### config.mk
export PLATFORM = sky130hd
export DESIGN_NAME = vector_register_file
export DESIGN_NICKNAME = d
export VERILOG_FILES = /design/src/rtl/vrf_pkg.sv /design/src/rtl/vrf_clear_seq.sv /design/src/rtl/vector_register_file.sv
export SDC_FILE = /design/constraint.sdc
export NUM_CORES = 1
export LEC_CHECK = 0
export CAP_MARGIN = 30
export CELL_PAD_IN_SITES_DETAIL_PLACEMENT = 0
export CELL_PAD_IN_SITES_GLOBAL_PLACEMENT = 1
export CORE_AREA = 3 3 195 197
export DETAILED_ROUTE_END_ITERATION = 10
export DIE_AREA = 0 0 198 200
export PLACE_DENSITY_LB_ADDON = 0.1
export SETUP_SLACK_MARGIN = 0.1
export SYNTH_ARGS = -nofsm -noshare
export SYNTH_HDL_FRONTEND = slang
export SYNTH_SLANG_ARGS = --single-unit
### constraint.sdc
create_clock -name clk -period 8.9 [get_ports clk]
set_input_delay 0.89 -clock clk [delete_from_list [all_inputs] [get_ports clk]]
set_output_delay 0.89 -clock clk [all_outputs]
set_load 0.05 [all_outputs]
### src/rtl/vrf_pkg.sv
// Shared types and default sizing for the vector register file and its clear sequencer.
package vrf_pkg;

  localparam int VRF_LANES     = 4;
  localparam int VRF_ELEM_W    = 8;
  localparam int VRF_REG_COUNT = 8;

  typedef logic [VRF_ELEM_W-1:0] vrf_elem_t;

  typedef enum logic [1:0] {
    VRF_IDLE,
    VRF_CLEAR,
    VRF_DONE
  } vrf_clr_state_t;

endpackage

### src/rtl/vrf_clear_seq.sv
// Clear sequencer: sweeps one register index per cycle after clrReq, then pulses clrDone.
// Busy for REG_COUNT+1 cycles; clrReq is ignored unless idle.
module vrf_clear_seq
  import vrf_pkg::*;
#(
  parameter int REG_COUNT = VRF_REG_COUNT,
  parameter int SEL_W     = $clog2(REG_COUNT)
) (
  input  logic             clk,
  input  logic             reset,
  input  logic             clrReq,
  output logic             clrBusy,
  output logic             clrDone,
  output logic [SEL_W-1:0] clrIdx,
  output logic             clrStrobe
);

  vrf_clr_state_t   r_state;
  vrf_clr_state_t   w_next_state;
  logic [SEL_W-1:0] r_idx;
  logic             w_last;

  assign w_last = (r_idx == SEL_W'(REG_COUNT - 1));
  assign clrIdx = r_idx;

  // Index wraps back to 0 on the final sweep step because REG_COUNT is a power of 2.
  always_ff @(posedge clk or posedge reset) begin
    if (reset) begin
      r_state <= VRF_IDLE;
      r_idx   <= '0;
    end else begin
      r_state <= w_next_state;
      if (r_state == VRF_CLEAR) begin
        r_idx <= r_idx + SEL_W'(1);
      end
    end
  end

  always_comb begin
    w_next_state = r_state;
    clrBusy      = 1'b0;
    clrDone      = 1'b0;
    clrStrobe    = 1'b0;
    case (r_state)
      VRF_IDLE: begin
        if (clrReq) w_next_state = VRF_CLEAR;
      end
      VRF_CLEAR: begin
        clrBusy   = 1'b1;
        clrStrobe = 1'b1;
        if (w_last) w_next_state = VRF_DONE;
      end
      VRF_DONE: begin
        clrBusy      = 1'b1;
        clrDone      = 1'b1;
        w_next_state = VRF_IDLE;
      end
      default: w_next_state = VRF_IDLE;
    endcase
  end

endmodule

### src/rtl/vector_register_file.sv
// Vector register file: 2 combinational read ports, 1 lane-masked write port, clear sequencer.
// Optional same-cycle write-to-read forwarding when VRF_BYPASS_EN is defined.
module vector_register_file
  import vrf_pkg::*;
#(
  parameter int REG_COUNT = VRF_REG_COUNT,
  parameter int LANES     = VRF_LANES,
  parameter int ELEM_W    = VRF_ELEM_W,
  parameter int SEL_W     = $clog2(REG_COUNT)
) (
  input  logic                    clk,
  input  logic                    reset,
  input  logic                    regWrEn,
  input  logic [SEL_W-1:0]        regToWrite,
  input  logic [LANES-1:0]        laneMask,
  input  logic [LANES*ELEM_W-1:0] dataIn,
  input  logic [SEL_W-1:0]        rSel1,
  input  logic [SEL_W-1:0]        rSel2,
  output logic [LANES*ELEM_W-1:0] reg1Out,
  output logic [LANES*ELEM_W-1:0] reg2Out,
  output logic                    wrReady,
  input  logic                    clrReq,
  output logic                    clrBusy,
  output logic                    clrDone
);

  localparam int DATA_W = LANES * ELEM_W;

  logic [DATA_W-1:0] r_mem [REG_COUNT];
  logic              w_clr_busy;
  logic              w_clr_done;
  logic              w_clr_strobe;
  logic [SEL_W-1:0]  w_clr_idx;
  logic              w_wr_accept;

  vrf_clear_seq #(
    .REG_COUNT (REG_COUNT),
    .SEL_W     (SEL_W)
  ) u_clear_seq (
    .clk       (clk),
    .reset     (reset),
    .clrReq    (clrReq),
    .clrBusy   (w_clr_busy),
    .clrDone   (w_clr_done),
    .clrIdx    (w_clr_idx),
    .clrStrobe (w_clr_strobe)
  );

  assign wrReady     = !w_clr_busy;
  assign clrBusy     = w_clr_busy;
  assign clrDone     = w_clr_done;
  assign w_wr_accept = regWrEn && wrReady;

  // Sweep and writes never coincide: writes are only accepted while the sequencer is idle.
  always_ff @(posedge clk or posedge reset) begin
    if (reset) begin
      for (int r = 0; r < REG_COUNT; r++) begin
        r_mem[r] <= '0;
      end
    end else if (w_clr_strobe) begin
      r_mem[w_clr_idx] <= '0;
    end else if (w_wr_accept) begin
      for (int l = 0; l < LANES; l++) begin
        if (laneMask[l]) begin
          r_mem[regToWrite][l*ELEM_W +: ELEM_W] <= dataIn[l*ELEM_W +: ELEM_W];
        end
      end
    end
  end

`ifdef VRF_BYPASS_EN
  always_comb begin
    reg1Out = r_mem[rSel1];
    reg2Out = r_mem[rSel2];
    for (int l = 0; l < LANES; l++) begin
      if (w_wr_accept && laneMask[l]) begin
        if (rSel1 == regToWrite) reg1Out[l*ELEM_W +: ELEM_W] = dataIn[l*ELEM_W +: ELEM_W];
        if (rSel2 == regToWrite) reg2Out[l*ELEM_W +: ELEM_W] = dataIn[l*ELEM_W +: ELEM_W];
      end
    end
  end
`else
  assign reg1Out = r_mem[rSel1];
  assign reg2Out = r_mem[rSel2];
`endif

endmodule

==> results by group <==
Synth
  – Mapped Area: around 0.014 mm²
  – Synth Area in Adders: less than 1%
  – Async set-reset flop share out of synthesis: 100%
  – Post-Syn Area per Cell: roughly 12 µm²
  – Sequential fraction of the synthesis area: 45.2%
  – Synth Area in Simple Gates: 1.78%
  – #FFs+latches synth: about 260
  – Synth top cells by count: dfrtp_1 (261), inv_1 (261), o22ai_1 (256), mux4_2 (128), mux2_2 (66)
  – Post-Synthesis Net Count: roughly 1200
  – Post-synthesis mux area share: 25.2%
  – Main combinational cell family by area after synthesis: multiplexers
  – Synth area leaders: dfrtp_1 (45%), mux4_2 (20%), o22ai_1 (11%)
  – Xor/xnor share of the synthesized area: less than 1%
  – Synth Instances: 1168
  – Top FF cell, synth: dfrtp_1
  – EDFF count, synth: 0
  – Dominant cell type by area after synthesis: dfrtp_1
  – Synth warnings: 0
  – Synth top area share: about 45%
  – Compound-cell area share of the yosys netlist: roughly 18%
  – Synth cell types: 34

Setup path
  – Worst Setup Path Type: input port to output pin
  – Reg-to-reg endpoint: r_mem[88]
  – Crit end category: output pin
  – Reg-to-reg setup timing slack: 5.32 ns
  – Worst-path fanout max: 36
  – Worst Setup SP: rSel2[0]
  – Worst Setup EP: reg2Out[1]
  – Critical Path Start Type: input port
  – R2r worst-path depth: 6
  – Critical Path RT: about 8.0 ns
  – R2R Path Start: u_clear_seq.r_state[0]
  – WP data arrival: 3.71 ns

Final layout
  – Reg area: ~0.0065 mm²
  – Syn-to-layout area delta: 17.7%
  – Antenna cells: 0
  – Post-route design area: 0.0170 mm²
  – # fillers: between 3000 and 4000
  – Layout cells sized above 1: ~25%
  – Multi-input logic area: 0.00654 mm²
  – Nets: between 1000 and 1500

Pwr
  – Overall Power: about 6.3 mW
  – VDD IR max: a little under 0.2 mV
  – Pwr per Cell Area: 369 mW/mm²
  – Leakage: between 7 and 8 nW

Timing
  – Final clock period utilization by the worst path: between 50% and 60%
  – RSZ-0062 raised after global routing: false
  – Least-Margin Pin Slew: 1.11 ns
  – Clock Skew: 0.0162 ns
  – Final Max Tran Viols: 0
  – Final hold vios: 0
  – Fmax: 218 MHz
  – Final Critical Period: about 4.6 ns
  – Max_slew headroom: 26.2%
  – Setup TNS: 0 ns
  – Final setup viols: 0

Worst hold path
  – Hold WC Path Type: flip-flop to flip-flop

Clock network
  – Clock Pin Slew Worst Setup and Hold Paths: around 0.060 ns
  – CTS tree: built
  – CTS root buffer: clkbuf_16
  – CTS Hold Bufs: 0
  – Worst skew pair latency: roughly 0.56 ns
  – Longest Clk Path Bufs: 3
  – CTS H-Tree Depth: 1
  – Setup bufs post-CTS: 0
  – CTS Sinks: roughly 260
  – Inserted Clock Buffers: 31
  – CTS resizes: 0

Placed design
  – Cell Area, Placed: ~0.016 mm²
  – Hpwl dp: between 20 and 30 mm
  – PortBufs: between 100 and 150
  – Final Wtd Congestion: ~0.76

Die
  – Die area: 0.0396 mm²
  – CORE AREA: ~0.036 mm²
  – Starting Density: 39.7%
  – Cell row count: 70
  – Die height: 200 µm
  – # IOs: between 100 and 150
  – Die width: approximately 200 µm

Route
  – Residual DRC count: 0
  – Vias: 10230
  – Antenna Nets Post-Route: 0
  – First-pass iteration count of the detailed router: 4
  – Final WL: about 45 mm
  – Drt first-iter violations: ~500
  – Top layer in use: met4
  – Mean routed wirelength per cell: 26.0 µm
  – WL met2: 21.9 mm
  – Met3 wire length: between 2 and 2.5 mm
  – Met1 WL: around 20 mm
  – Via density per instance: 5.89

GRT
  – Vias in the first global route: around 11000
  – Overall Global Routing Usage: between 20% and 30%
  – Antenna violations before repair: 0
  – First-pass GRT wire length: 68.8 mm
  – Total gr overflow: 0
  – Largest net degree at the start of global routing: 74

Run status
  – Status: finished clean

Run
  – Max Cap Violations: 0
## where the power goes
group          total, mW  internal (mW)  switching (mW)
registers           2.16           1.74           0.426
logic               2.80           1.20            1.59
clock network       1.31          0.809           0.506
total               6.28           3.75            2.52
## per-stage QoR
| stage | hold WS (ns) | setup slack (ns) | util (%) | cells |
|---|---|---|---|---|
| after floorplan | 0.496 | 0.826 | - | 1168 |
| after global placement | 0.510 | 4.27 | 43.7 | 1680 |
| after detailed placement | 0.522 | 4.27 | 43.8 | 1682 |
| after CTS | 0.531 | 4.27 | 46.7 | 1738 |
| after global routing | 0.553 | 4.17 | 46.7 | 1738 |
| final | 0.530 | 4.30 | 46.7 | 1738 |
## metal layers
layer / vias up / track usage (%)
met5: - / 0
met4: 0 / 4.74
met3: 66 / 3.12
met2: 253 / 38.1
met1: 5344 / 33.0
li1: 4567 / -
## layout by cell type (no fill, tap or decap), types with 2 or more instances in the layout
cell and n:
dfrtp_1 261, inv_1 260, o22ai_1 256, mux4_2 128
clkdlybuf4s50_1 109, mux2_2 66, clkbuf_16 31, o211ai_1 24
buf_4 22, a221oi_4 16, a221oi_2 13, clkbuf_1 11
nand2_1 8, ha_1 5, bufinv_16 5, nand4bb_1 4
nor2_2 4, a211o_1 4, a211o_4 4, clkinv_2 4
a221oi_1 3, or4b_4 3, nand4b_1 3, clkbuf_8 3
nand4bb_2 2, a21oi_1 2, buf_2 2
## cells by family after synthesis
logic type,Yosys count
xor gates and xnor gates,1
DFF,261
AOI/OAI and AO/OA,323
buffers and inverters,351
muxes,195
adders and majority gates,6
and+or+nand+nor,31
## cell type report
type | count | area share [%]
repair buffers | 135 | 7.72
flip-flops and latches | 261 | 38.4
clock inverters | 11 | 1.10
inverters | 262 | 5.83
clock buffers | 45 | 5.05
well taps | 468 | 3.44
multi-input cells | 556 | 38.5
## worst max-delay path: stages
cell and delay, ns:
buf_4 0.46, buf_4 0.67, mux4_2 0.60, mux2_2 0.30, clkdlybuf4s50_1 0.71
## state kept, by name, summed over array words and instances, names as in the netlist
signal and count:
r_mem 256, u_clear_seq.clrIdx 3, u_clear_seq.r_state 2
## worst min-delay path by stage
stage	start	to	slack, ns	cells past startpoint
2_1_floorplan	r_mem[160]	r_mem[160]	0.50	2
3_3_place_gp	r_mem[184]	r_mem[184]	0.51	2
3_5_place_dp	r_mem[186]	r_mem[186]	0.52	2
4_1_cts	r_mem[184]	r_mem[184]	0.53	2
5_1_grt	r_mem[212]	r_mem[212]	0.55	2
6_report	r_mem[155]	r_mem[155]	0.53	2
(Power assumes the default switching activity.)
